File: config.mk
export PLATFORM = sky130hd
export DESIGN_NAME = led_pattern_ctrl
export DESIGN_NICKNAME = d
export VERILOG_FILES = /design/src/rtl/led_pattern_ctrl.sv
export SDC_FILE = /design/constraint.sdc
export NUM_CORES = 1
export LEC_CHECK = 0
export ABC_CLOCK_PERIOD_IN_PS = 2500
export CAP_MARGIN = 10
export CORE_MARGIN = 2
export CORE_UTILIZATION = 55
export CTS_BUF_LIST = sky130_fd_sc_hd__clkbuf_16
export DETAILED_ROUTE_END_ITERATION = 10
export GPL_TIMING_DRIVEN = 0
export PLACE_DENSITY = 0.77
export SYNTH_ARGS = -nofsm -noshare
export SYNTH_HDL_FRONTEND = slang
export SYNTH_SLANG_ARGS = --single-unit
File: constraint.sdc
create_clock -name clk -period 2.5 [get_ports clk]
set_input_delay 0.5 -clock clk [delete_from_list [all_inputs] [get_ports clk]]
set_output_delay 0.5 -clock clk [all_outputs]
set_load 0.01 [all_outputs]
File: src/rtl/led_pattern_ctrl.sv
// Button-driven LED pattern generator: debounced mode/speed/pause controls and
// a prescaled stepper producing shift, bounce and fill patterns on 8 LEDs.
module led_pattern_ctrl #(
  parameter int DEB_CYCLES  = 2000000,
  parameter int BASE_PERIOD = 100000000
) (
  input  logic       clk,
  input  logic       rst,
  input  logic       btn_mode,
  input  logic       btn_speed,
  input  logic       btn_pause,
  output logic [7:0] led,
  output logic [1:0] mode,
  output logic [1:0] speed,
  output logic       paused,
  output logic       step_pulse
);

  localparam int DEB_W   = (DEB_CYCLES > 1) ? $clog2(DEB_CYCLES) : 1;
  localparam int PRESC_W = $clog2(BASE_PERIOD);

  typedef enum logic [1:0] {
    MODE_SHIFT_L = 2'b00,
    MODE_SHIFT_R = 2'b01,
    MODE_BOUNCE  = 2'b10,
    MODE_FILL    = 2'b11
  } mode_e;

  // Button index: 0 = mode, 1 = speed, 2 = pause.
  logic [2:0] btn_raw;
  logic [2:0] press;

  assign btn_raw = {btn_pause, btn_speed, btn_mode};

  for (genvar gi = 0; gi < 3; gi++) begin : g_btn
    logic [1:0]       sync_q;
    logic [DEB_W-1:0] cnt_q, cnt_d;
    logic             stable_q, stable_d;
    logic             prev_q;

    always_comb begin
      cnt_d    = '0;
      stable_d = stable_q;
      if (sync_q[1] != stable_q) begin
        if (cnt_q == DEB_W'(DEB_CYCLES - 1)) begin
          stable_d = sync_q[1];
        end else begin
          cnt_d = cnt_q + 1'b1;
        end
      end
    end

    always_ff @(posedge clk) begin
      if (rst) begin
        sync_q   <= '0;
        cnt_q    <= '0;
        stable_q <= 1'b0;
        prev_q   <= 1'b0;
      end else begin
        sync_q   <= {sync_q[0], btn_raw[gi]};
        cnt_q    <= cnt_d;
        stable_q <= stable_d;
        prev_q   <= stable_q;
      end
    end

    assign press[gi] = stable_q & ~prev_q;
  end

  mode_e               mode_q, mode_d;
  logic [1:0]          speed_q, speed_d;
  logic                paused_q, paused_d;
  logic [7:0]          led_q, led_d;
  logic [2:0]          pos_q, pos_d;
  logic                dir_q, dir_d;
  logic [PRESC_W-1:0]  presc_q, presc_d;
  logic                step_q, step_d;
  logic [PRESC_W-1:0]  period;

  always_comb begin
    period   = PRESC_W'(BASE_PERIOD >> speed_q);
    mode_d   = mode_q;
    speed_d  = speed_q;
    paused_d = paused_q;
    led_d    = led_q;
    pos_d    = pos_q;
    dir_d    = dir_q;
    presc_d  = presc_q;
    step_d   = 1'b0;

    // Any press restarts the step period and swallows a coincident step.
    if (|press) begin
      presc_d = '0;
      if (press[0]) begin
        mode_d = mode_e'(mode_q + 2'd1);
        led_d  = (mode_d == MODE_SHIFT_R) ? 8'h80 : 8'h01;
        pos_d  = 3'd0;
        dir_d  = 1'b0;
      end
      if (press[1]) speed_d = speed_q + 2'd1;
      if (press[2]) paused_d = ~paused_q;
    end else if (!paused_q) begin
      if (presc_q == period - 1'b1) begin
        presc_d = '0;
        step_d  = 1'b1;
        case (mode_q)
          MODE_SHIFT_L: led_d = {led_q[6:0], led_q[7]};
          MODE_SHIFT_R: led_d = {led_q[0], led_q[7:1]};
          MODE_BOUNCE: begin
            if (!dir_q) begin
              if (pos_q == 3'd7) begin
                dir_d = 1'b1;
                pos_d = 3'd6;
              end else begin
                pos_d = pos_q + 3'd1;
              end
            end else begin
              if (pos_q == 3'd0) begin
                dir_d = 1'b0;
                pos_d = 3'd1;
              end else begin
                pos_d = pos_q - 3'd1;
              end
            end
            led_d = 8'h01 << pos_d;
          end
          default: led_d = (led_q == 8'hFF) ? 8'h00 : {led_q[6:0], 1'b1};
        endcase
      end else begin
        presc_d = presc_q + 1'b1;
      end
    end
  end

  always_ff @(posedge clk) begin
    if (rst) begin
      mode_q   <= MODE_SHIFT_L;
      speed_q  <= 2'd0;
      paused_q <= 1'b0;
      led_q    <= 8'h01;
      pos_q    <= 3'd0;
      dir_q    <= 1'b0;
      presc_q  <= '0;
      step_q   <= 1'b0;
    end else begin
      mode_q   <= mode_d;
      speed_q  <= speed_d;
      paused_q <= paused_d;
      led_q    <= led_d;
      pos_q    <= pos_d;
      dir_q    <= dir_d;
      presc_q  <= presc_d;
      step_q   <= step_d;
    end
  end

  assign led        = led_q;
  assign mode       = mode_q;
  assign speed      = speed_q;
  assign paused     = paused_q;
  assign step_pulse = step_q;

endmodule
Yosys cells after proc, flatten, opt, wreduce, memory -nomap -nowiden
Index checks and enable logic that the tools add are counted.

Register bits after elaboration: 120. Input port bits: 5. Output and inout port bits: 14. Logic and storage cells: 102.

$add $sub $neg: 9. Equality and inequality tests: 14. Shifts and indexed selects: 2. Muxes and demuxes: 29. Bitwise logic cells: 10. Reduce and logical (&&, ||, !) cells: 18.

Operators with widths (number): 21-bit by 1-bit adder with 21-bit output (second input constant) (3); 21-bit equality test (second input constant) (3); 8-bit 2-to-1 mux (6); 3-bit 2-to-1 mux (12); 27-bit by 1-bit adder with 27-bit output (second input constant) (1); 27-bit equality test (1); 27-bit 2-to-1 mux (1); 27-bit by 2-bit right shift with 27-bit output (first input constant) (1); 27-bit by 1-bit subtractor with 27-bit output (second input constant) (1); 8-bit case mux with 3 select lines (1); 2-bit AND reduction (6); 3-bit OR reduction (4); 1-bit 2-to-1 mux (9); 8-bit equality test (second input constant) (1); 1-bit by 3-bit << shifter with 8-bit output (first input constant) (1); 1-bit NOT (7); 5-bit OR reduction (1); 2-bit by 1-bit adder with 2-bit output (second input constant) (2); 2-bit by 1-bit equality test with 1-bit output (second input constant) (2); 4-bit AND reduction (1); 2-bit nonzero test (2); 4-bit OR reduction (1); 3-bit by 1-bit adder with 3-bit output (second input constant) (1); 1-bit AND (3); 9 further kinds (11).

Logic depth before layout (Yosys ltp)
Gate-level depths: netlist of run 1.

Depth after elaboration: 12. Mapped depth: 8. Depth with buffers taken out: 7.

Least setup slack after synthesis of run 1
No wires, ideal clock.

Kind: register to register. From: register speed_q[0] (netlist: speed[0]). To: register led_q[1] (netlist: led[1]). Library setup time: 132 ps. Arrival: 2294 ps. Required time: 2368 ps. Setup slack: 75 ps. Cell stages (with the launch flop): 9. Buffers on the path: 1. Period minus slack after synthesis: 2425 ps. Cell sequence: dfxtp_1 -> inv_1 -> ha_1 -> nor4_1 -> o2111ai_1 -> or4_1 -> buf_2 -> nor4_1 -> nor3_1.

Longest elaborated chain between the ends: 5.

Ends and longest elaborated chain: start: declaration (line 71) `logic [1:0] speed_q, speed_d;`; start signal: assignment (line 147) `speed_q <= speed_d;`; 27-bit by 2-bit right shift with 27-bit output (line 81) `period = PRESC_W'(BASE_PERIOD >> speed_q);`; 27-bit by 1-bit subtractor with 27-bit output (line 103) `if (presc_q == period - 1'b1) begin`; 27-bit equality test (line 103); 2-bit nonzero test (no source line); 3-bit AND reduction (no source line); end signal: assignment (line 149) `led_q <= led_d;`; end: declaration (line 73) `logic [7:0] led_q, led_d;`.

Every way passes these cells. A chain may end at the register's enable or synchronous reset.

Final worst setup path of run 1
From: register speed_q[1] (netlist: speed[1]). To: register dir_q.

Longest elaborated chain between the ends: 5.

Ends and longest elaborated chain: 27-bit by 2-bit right shift with 27-bit output (line 81); 27-bit by 1-bit subtractor with 27-bit output (line 103); 27-bit equality test (line 103); 2-bit nonzero test (no source line); 4-bit AND reduction (no source line); end signal: assignment (line 151) `dir_q <= dir_d;`; end: declaration (line 75) `logic dir_q, dir_d;`.

Every way passes these cells.

==> results of run 1 <==
[path summary, 6_finish.rpt]
kind	start	end	slack [ns]	depth (start not counted)
hold / removal	g_btn[0].cnt_q[0]$_SDFF_PP0_	g_btn[0].cnt_q[0]$_SDFF_PP0_	0.45	1
setup / recovery	speed[1]$_SDFFE_PP0P_	dir_q$_SDFFE_PP0P_	0.08	7
setup reg to reg	speed[1]$_SDFFE_PP0P_	dir_q$_SDFFE_PP0P_	0.08	7
hold reg to reg	g_btn[0].cnt_q[0]$_SDFF_PP0_	g_btn[0].cnt_q[0]$_SDFF_PP0_	0.45	1
[report_power, final]
part           leakage, nW  switching [mW]  internal [mW]
sequential           0.970         0.00685           1.92
clock                0.304           0.811           1.63
combinational        0.987          0.0356         0.0225
total                 2.26           0.853           3.58
[metrics by stage]
step | instances | hold WS (ns)
final | 871 | 0.446
after global routing | 871 | 0.469
after CTS | 871 | 0.447
after detailed placement | 839 | 0.425
after global placement | 839 | 0.422
after floorplan | 685 | 0.413
[state kept, by name, summed over array words and instances (netlist names)]
signal          count
speed               2
g_btn.prev_q        3
led                 8
pos_q               3
paused              1
g_btn.cnt_q        63
mode                2
step_pulse          1
g_btn.stable_q      3
presc_q            27
g_btn.sync_q        6
dir_q               1
[kinds of logic after synthesis]
logic type / synth area share
AND/OR/NAND/NOR: 0.306
flip-flops: 0.409
XOR/XNOR: 0.137
AO/OA/AOI/OAI: 0.0610
buffers and inverters: 0.0337
adder cells (fa/ha/maj): 0.0405
multiplexers: 0.0122
[layout by cell type (no fill, tap or decap), types with 3 or more instances in the layout]
| master | instances |
|---|---|
| nor2b_1 | 19 |
| clkinv_1 | 3 |
| nor4_1 | 14 |
| nor3b_1 | 6 |
| and3b_1 | 6 |
| nor2_1 | 132 |
| a31oi_1 | 3 |
| bufinv_16 | 4 |
| nor4b_1 | 5 |
| clkdlybuf4s50_1 | 18 |
| nand2b_1 | 3 |
| a21oi_1 | 14 |
| ha_1 | 16 |
| o22ai_1 | 4 |
| nand2_1 | 28 |
| buf_4 | 3 |
| clkinv_2 | 3 |
| dfxtp_1 | 118 |
| a211oi_1 | 3 |
| and3_1 | 11 |
| and4_1 | 12 |
| clkbuf_1 | 21 |
| nor3_1 | 30 |
| xnor2_1 | 63 |
| nand3_1 | 33 |
| inv_1 | 24 |
| xor2_1 | 29 |
| nor4_4 | 3 |
| mux2i_1 | 6 |
| nor4_2 | 3 |
| o21ai_0 | 6 |
| or3_1 | 9 |
| nand4_1 | 23 |
| a22o_1 | 6 |
| clkbuf_16 | 17 |
[cell type report]
class,instances,area share
multi-input cells,517,0.485
flip-flops and latches,120,0.349
clock buffers,17,0.0616
repair buffers,18,0.0261
well taps,136,0.0246
clock inverters,15,0.0245
plain buffers,26,0.0170
inverters,22,0.0120
[routing by layer]
metal,GRT usage,wire (µm),vias to the layer above
met4,0.0937,218,0
met5,0,0,-
li1,-,-,2446
met3,0.0599,510,26
met2,0.391,6330,129
met1,0.273,5510,2319
[worst max-delay path, delay by kind of cell (launching register included)]
| family | cells | cell delay [ns] |
|---|---|---|
| buffers and inverters | 1 | 0.11 |
| flip-flops | 1 | 0.37 |
| adder cells (fa/ha/maj) | 1 | 0.21 |
| AND/OR/NAND/NOR | 4 | 1.44 |
| AO/OA/AOI/OAI | 1 | 0.16 |
[repair_timing]
item,4_1_cts,5_1_grt
buffers inserted,0,0
pin swaps,1,3
setup endpoints to repair,32,31
resized for setup,8,14
==> reports/results.ini, run 1 <==
[clocking]
cts_tree=done
insertion_delay_ns=0.41
htree_levels=4
root_buffer=clkbuf_16
cts-hold-fix-buffers=0
clkTransAtPathRegs_ns=0.05
cts_buffer_depth=2
cts.sinks=120
cts_buffers=17

[sta]
setup_viol=0
slew_violations=0
hold_viol_final=0
worstMarginPinSlew_ns=0.670
skew_ns=0.00558
tns_ns=0
post-route-min-period_ns=2.42
fmax_mhz=413
relSlewSlack=0.549
finalCritPeriodShare=0.968
setup_slack_ns=0.0807
grt_setup_unrepaired=false

[global_route]
antenna_found_initial=0
grt_max_degree=17
grt_pass1_vias=4651
grt_usage=0.229
grt_pass1_wl_um=21000
grt_overflow=0

[drt]
dr_total_vias=4920
vias_per_cell=5.65
postRouteAntennaNets=0
wl_per_cell_um=14.4
wl_um=12600
drc=0
dr.pass1.iters=5
drt_iter0_drc=238

[finish]
insertedDiodeCount=0
area_growth_pct=17.7
num-fill-cells=824
nNetsFinal=746
multi_input_area_um2=3350
post-route-util=0.669
seq_area_um2=2410
final_layout_size_suffix_gt1_frac=0.0707
final_area_um2=6910

[floorplanning]
core_area_um2=10300
die_x_um=107
ios=19
dieArea_um2=11500
start_util=0.569
die_h_um=107
num_rows=37

[power]
power_leakage_nw=2.26
p_per_area_nw_per_um2=642
finalPower_mw=4.43
peakVddDrop_mv=0.468

[synth]
yosysSeqAreaShare=0.409
synth_edf_count=0
yosys.area.top_type=dfxtp_1
synth-seq-cells=120
synthArstFlopShare=0
synth_area_leaders=dfxtp_1 (41%), xnor2_1 (9.4%), nor2_1 (8.4%)
synthDistinctLibCells=53
postSynthAreaPerCell_um2=8.57
post-synth-top-count-cell=nor2_1
synth_commonest_cells=nor2_1 (132), dfxtp_1 (120), xnor2_1 (63)
ys_warn_count=0
netlist_area_um2=5870
syn_inst=685
syn_nets=709
synth_top_flop_cell=dfxtp_1
netlist.area_leader.share=0.409

[run_status]
status=finished, final reports clean

[critical_path]
arrival_ns=2.71
path_cells=inv_2, ha_2, nor2_1, or3_4, nor4_4, a31oi_1, nor4_1
required_ns=2.79
path_max_fanout=10
cp-start-kind=flop
cp_slowest_cell=nor4_4
end_kind=flop
slowest_delay_ns=0.62
critPathKind=flop to flop

[placement]
place_hpwl_um=8710
dpl_cell_area_um2=6220
portBuffers=18
pre_cts_ws_ns=-0.238
gp_congestion=0.864

[job]
max_cap_viol_count=0

[hold_path]
hp-class=flop to flop

Power figures use the tool's default switching activity.
==> run 2: changes to the inputs <==
--- a/config.mk
+++ b/config.mk
@@ -7,12 +7,13 @@
 export LEC_CHECK = 0
 export ABC_CLOCK_PERIOD_IN_PS = 2500
 export CAP_MARGIN = 10
+export CORE_ASPECT_RATIO = 0.7
 export CORE_MARGIN = 2
-export CORE_UTILIZATION = 55
+export CORE_UTILIZATION = 30
 export CTS_BUF_LIST = sky130_fd_sc_hd__clkbuf_16
 export DETAILED_ROUTE_END_ITERATION = 10
 export GPL_TIMING_DRIVEN = 0
-export PLACE_DENSITY = 0.77
+export PLACE_DENSITY = 0.48
 export SYNTH_ARGS = -nofsm -noshare
 export SYNTH_HDL_FRONTEND = slang
 export SYNTH_SLANG_ARGS = --single-unit
==> run 2 against run 1 <==
  * Register-to-register slack about the same
  * Largest power group unchanged
  * Clock-buffer cell count unchanged
  * Clock power down 6%
  * Sequential cell count unchanged
  * Utilization down 30 points
  * Via count down 1.4%
==> reports/results.ini, run 2 (synthesized netlist as in run 1, its figures left out) <==
[critical_path]
slowest_delay_ns=0.55
path_buf_inv=2
end_kind=flop
crit_family=simple AND/OR/NAND/NOR gates
cp_slowest_cell=or4_4
required_ns=2.78
r2r_end=led[4]$_SDFFE_PP0P_
crit_start=speed[1]$_SDFFE_PP0P_
path_depth=8
rrSetupSlack_ns=0.09
path_max_fanout=10
critPathCapture=led[4]$_SDFFE_PP0P_
path_cells=inv_2, ha_2, nor2_1, or3_4, or4_4, buf_4, nor4_2, nor3_1
cp-start-kind=flop
critPathKind=flop to flop
r2r_start=speed[1]$_SDFFE_PP0P_
arrival_ns=2.69
rr_worst_depth=8

[drt]
postRouteAntennaNets=0
vias_per_cell=4.83
dr_total_vias=4850
drc=0
dr.pass1.iters=6
wl_per_cell_um=13.3
wl_um=13300
drt_iter0_drc=419

[sta]
relSlewSlack=0.593
tns_ns=0
slew_violations=0
setup_slack_ns=0.0892
hold_viol_final=0
skew_ns=0.00929
worstMarginPinSlew_ns=0.608
fmax_mhz=415
finalCritPeriodShare=0.964
setup_viol=0
post-route-min-period_ns=2.41

[floorplanning]
dieArea_um2=20700
die_x_um=171
die_h_um=121
ios=19
start_util=0.309
core_area_um2=19000
num_rows=42

[clocking]
insertion_delay_ns=0.42
cts.sinks=120
clkTransAtPathRegs_ns=0.06
cts_buffer_depth=2
root_buffer=clkbuf_16
cts_buffers=17
cts_tree=done
htree_levels=4

[power]
p_per_area_nw_per_um2=604
finalPower_mw=4.28
peakVddDrop_mv=0.353
power_leakage_nw=2.27

[global_route]
antenna_found_initial=0
grt_usage=0.138
grt_pass1_vias=4490
grt_max_degree=17
grt_pass1_wl_um=22300
grt_overflow=0

[placement]
portBuffers=18
gp_congestion=0.819
pre_cts_ws_ns=-0.233
dpl_cell_area_um2=6380
dp_cells=967
place_hpwl_um=9450

[finish]
insertedDiodeCount=0
nNetsFinal=752
largest_register_ff_count=63
instances_no_fill=1005
mostFrequentLayoutCells=nor2_1 (132), dfxtp_1 (118), xnor2_1 (63), nand3_1 (33), nor3_1 (30)
final_common_cell=nor2_1
num-fill-cells=1928
final_layout_size_suffix_gt1_frac=0.0810
seq_area_um2=2410
area_growth_pct=20.6
multi_input_area_um2=3360
top_register=g_btn.cnt_q
final_area_um2=7080

[hold_path]
hp-class=flop to flop

[job]
max_cap_viol_count=0

[run_status]
status=finished, final reports clean

## run 2: cell count changes in the layout (fill, tap and decap cells not counted), sizes merged
cell / before / now
clkinvlp: 1 / 3
buf: 5 / 11
bufinv: 4 / 2
clkinv: 6 / 4
inv: 26 / 28
## run 2: worst min-delay path by stage
stage                                        startpoint                       endpoint  slack [ns]  depth (start not counted)
after floorplan            g_btn[0].cnt_q[0]$_SDFF_PP0_   g_btn[0].cnt_q[0]$_SDFF_PP0_        0.41                          1
after global placement    g_btn[0].sync_q[0]$_SDFF_PP0_  g_btn[0].sync_q[1]$_SDFF_PP0_        0.42                          1
after detailed placement  g_btn[2].sync_q[0]$_SDFF_PP0_  g_btn[2].sync_q[1]$_SDFF_PP0_        0.43                          1
after CTS                  g_btn[0].cnt_q[0]$_SDFF_PP0_   g_btn[0].cnt_q[0]$_SDFF_PP0_        0.44                          1
after global routing       g_btn[0].cnt_q[0]$_SDFF_PP0_   g_btn[0].cnt_q[0]$_SDFF_PP0_        0.46                          1
final                      g_btn[0].cnt_q[0]$_SDFF_PP0_   g_btn[0].cnt_q[0]$_SDFF_PP0_        0.44                          1
## run 2: repair_timing
action	CTS	global route
cloned	0	0
resized for setup	6	19
pin swaps	0	4
buffers inserted	0	6
hold buffers	0	0
setup endpoints to repair	32	38
## run 2: cell type report
class / count / share of cell area
multi-input combinational: 517 / 0.475
clock inverter: 15 / 0.0175
timing repair buffer: 24 / 0.0318
sequential: 120 / 0.341
clock buffer: 17 / 0.0601
tap: 264 / 0.0467
inverter: 22 / 0.0117
buffer: 26 / 0.0168
## run 2: metrics by stage
step                hold slack [ns]  utilization
detailed placement            0.429        0.335
floorplan                     0.413            -
CTS                           0.443        0.365
finish                        0.440        0.372
global route                  0.463        0.372
global placement              0.422        0.335
## run 2: per-layer routing
metal	routed length, µm	global-route usage	share of wire
met1	7000	0.201	0.52
met2	5440	0.190	0.41
met3	679	0.0372	0.051
met4	222	0.0535	0.017
met5	0	0	0
## run 2: power by group
group / total [mW] / switching (mW) / internal, mW
combinational: 0.0577 / 0.0353 / 0.0225
sequential: 1.93 / 0.00691 / 1.92
clock: 2.29 / 0.861 / 1.43
total: 4.28 / 0.903 / 3.37
==> run 3: changes to the inputs <==
--- a/config.mk
+++ b/config.mk
@@ -17,3 +17,4 @@
 export SYNTH_ARGS = -nofsm -noshare
 export SYNTH_HDL_FRONTEND = slang
 export SYNTH_SLANG_ARGS = --single-unit
+export TNS_END_PERCENT = 20
==> run 3 against run 2 <==
  * Utilization is essentially flat
  * Largest cell class unchanged
  * Die area stayed put
  * Power barely moved
  * Wire length hardly changed
  * Setup slack worse by 0.017 ns
  * Clock-buffer cell count unchanged
  * Sequential cell count unchanged
  * Highest routed layer unchanged
  * Register-to-register slack got worse by 0.02 ns
==> reports/results.ini, run 3 (synthesized netlist as in run 1, its figures left out) <==
[power]
power_leakage_nw=2.28
p_per_area_nw_per_um2=605
combPwrFrac=0.014
peakVddDrop_mv=0.352
pwr-share-clk=0.536
internal_power_mw=3.37
switching_share=0.211
switchingPower_mw=0.905
finalPower_mw=4.28
seqPwrFrac=0.451

[critical_path]
crit_start=speed[1]$_SDFFE_PP0P_
rr_worst_depth=8
path_max_fanout=10
end_kind=flop
arrival_ns=2.73
r2r_start=speed[1]$_SDFFE_PP0P_
critPathCapture=presc_q[8]$_SDFFE_PP0N_
r2r_end=presc_q[8]$_SDFFE_PP0N_
critPathKind=flop to flop
required_ns=2.80
cp-start-kind=flop
rrSetupSlack_ns=0.07

[sta]
post-route-min-period_ns=2.43
grt_setup_unrepaired=true
setup_viol=0
skew_ns=0.00941
slew_violations=0
finalCritPeriodShare=0.971
hold_viol_final=0
relSlewSlack=0.585
worstMarginPinSlew_ns=0.621
fmax_mhz=412

[finish]
final_layout_size_suffix_gt1_frac=0.0771
instances_no_fill=1003
largest_register_ff_count=63
top_register=g_btn.cnt_q
nNetsFinal=750
final_area_um2=7070
insertedDiodeCount=0
seq_area_um2=2410
multi_input_area_um2=3370
mostFrequentLayoutCells=nor2_1 (132), dfxtp_1 (118), xnor2_1 (63), nand3_1 (33), nor3_1 (30)
area_growth_pct=20.4
final_common_cell=nor2_1
num-fill-cells=1927

[clocking]
cts_tree=done
insertion_delay_ns=0.42
cts.sinks=120
clkTransAtPathRegs_ns=0.06
root_buffer=clkbuf_16
htree_levels=4
cts_buffers=17
cts_buffer_depth=2

[hold_path]
hp-class=flop to flop

[floorplanning]
core_area_um2=19000
die_h_um=121
die_x_um=171
num_rows=42
ios=19
start_util=0.309
dieArea_um2=20700

[drt]
vias_per_cell=4.84
dr_total_vias=4856
wl_um=13300
postRouteAntennaNets=0
drc=0
drt_iter0_drc=400
wl_per_cell_um=13.3
dr.pass1.iters=5

[global_route]
grt_usage=0.138
grt_overflow=0
grt_pass1_wl_um=22300
grt_max_degree=17
grt_pass1_vias=4490
antenna_found_initial=0

[placement]
place_hpwl_um=9450
portBuffers=18
dpl_cell_area_um2=6380
gp_congestion=0.819
dp_cells=967

[run_status]
status=finished, final reports clean

[job]
max_cap_viol_count=0

-- run 3: what timing repair did --
item / CTS / global route
gates resized for setup: 6 / 18
setup endpoints to repair: 32 / 38
pin swaps: 0 / 4
hold buffers: 0 / 0
buffers inserted: 0 / 4
-- run 3: per-stage QoR --
step	setup WS [ns]	hold WS, ns	util	setup TNS (ns)
after floorplan	0.0745	0.413	-	0
after global placement	-0.247	0.422	0.335	-2.55
after detailed placement	-0.233	0.429	0.335	-2.27
after CTS	0.0143	0.443	0.365	0
after global routing	-0.0435	0.463	0.372	-0.177
final	0.0718	0.440	0.372	0
-- run 3: worst max-delay path, stage by stage (launching register included) --
cell	delay, ns
dfxtp_4	0.37
inv_2	0.11
ha_2	0.20
nor2_1	0.04
or3_4	0.41
or4_4	0.55
o21ai_4	0.31
buf_4	0.24
nor2_1	0.06
-- run 3: power groups by stage --
stage	combinational (mW)	sequential (mW)	clock, mW
after floorplan	0.0379	1.97	0
after global placement	0.0583	1.97	0
after detailed placement	0.0594	1.97	0
after CTS	0.0597	1.93	2.36
after global routing	0.0663	1.93	2.44
final	0.0580	1.93	2.29
-- run 3: per-layer routing --
layer	wire (µm)	global-route usage	up-vias
met5	0	0	-
met4	214	0.0535	0
met3	643	0.0372	20
met2	5440	0.190	115
met1	7020	0.201	2268
li1	-	-	2453
-- run 3: final cells by class --
| class | count | share of cell area |
|---|---|---|
| multi-input cells | 517 | 0.477 |
| flip-flops and latches | 120 | 0.341 |
| clock buffers | 17 | 0.0602 |
| well taps | 264 | 0.0467 |
| repair buffers | 22 | 0.0297 |
| clock inverters | 15 | 0.0175 |
| plain buffers | 26 | 0.0166 |
| inverters | 22 | 0.0117 |
-- run 3: how the worst min path moves through the flow --
stage	from	endpoint	slack, ns	cells after the start
after floorplan	g_btn[0].cnt_q[0]$_SDFF_PP0_	g_btn[0].cnt_q[0]$_SDFF_PP0_	0.41	1
after global placement	g_btn[0].sync_q[0]$_SDFF_PP0_	g_btn[0].sync_q[1]$_SDFF_PP0_	0.42	1
after detailed placement	g_btn[2].sync_q[0]$_SDFF_PP0_	g_btn[2].sync_q[1]$_SDFF_PP0_	0.43	1
after CTS	g_btn[0].cnt_q[0]$_SDFF_PP0_	g_btn[0].cnt_q[0]$_SDFF_PP0_	0.44	1
after global routing	g_btn[0].cnt_q[0]$_SDFF_PP0_	g_btn[0].cnt_q[0]$_SDFF_PP0_	0.46	1
final	g_btn[0].cnt_q[0]$_SDFF_PP0_	g_btn[0].cnt_q[0]$_SDFF_PP0_	0.44	1
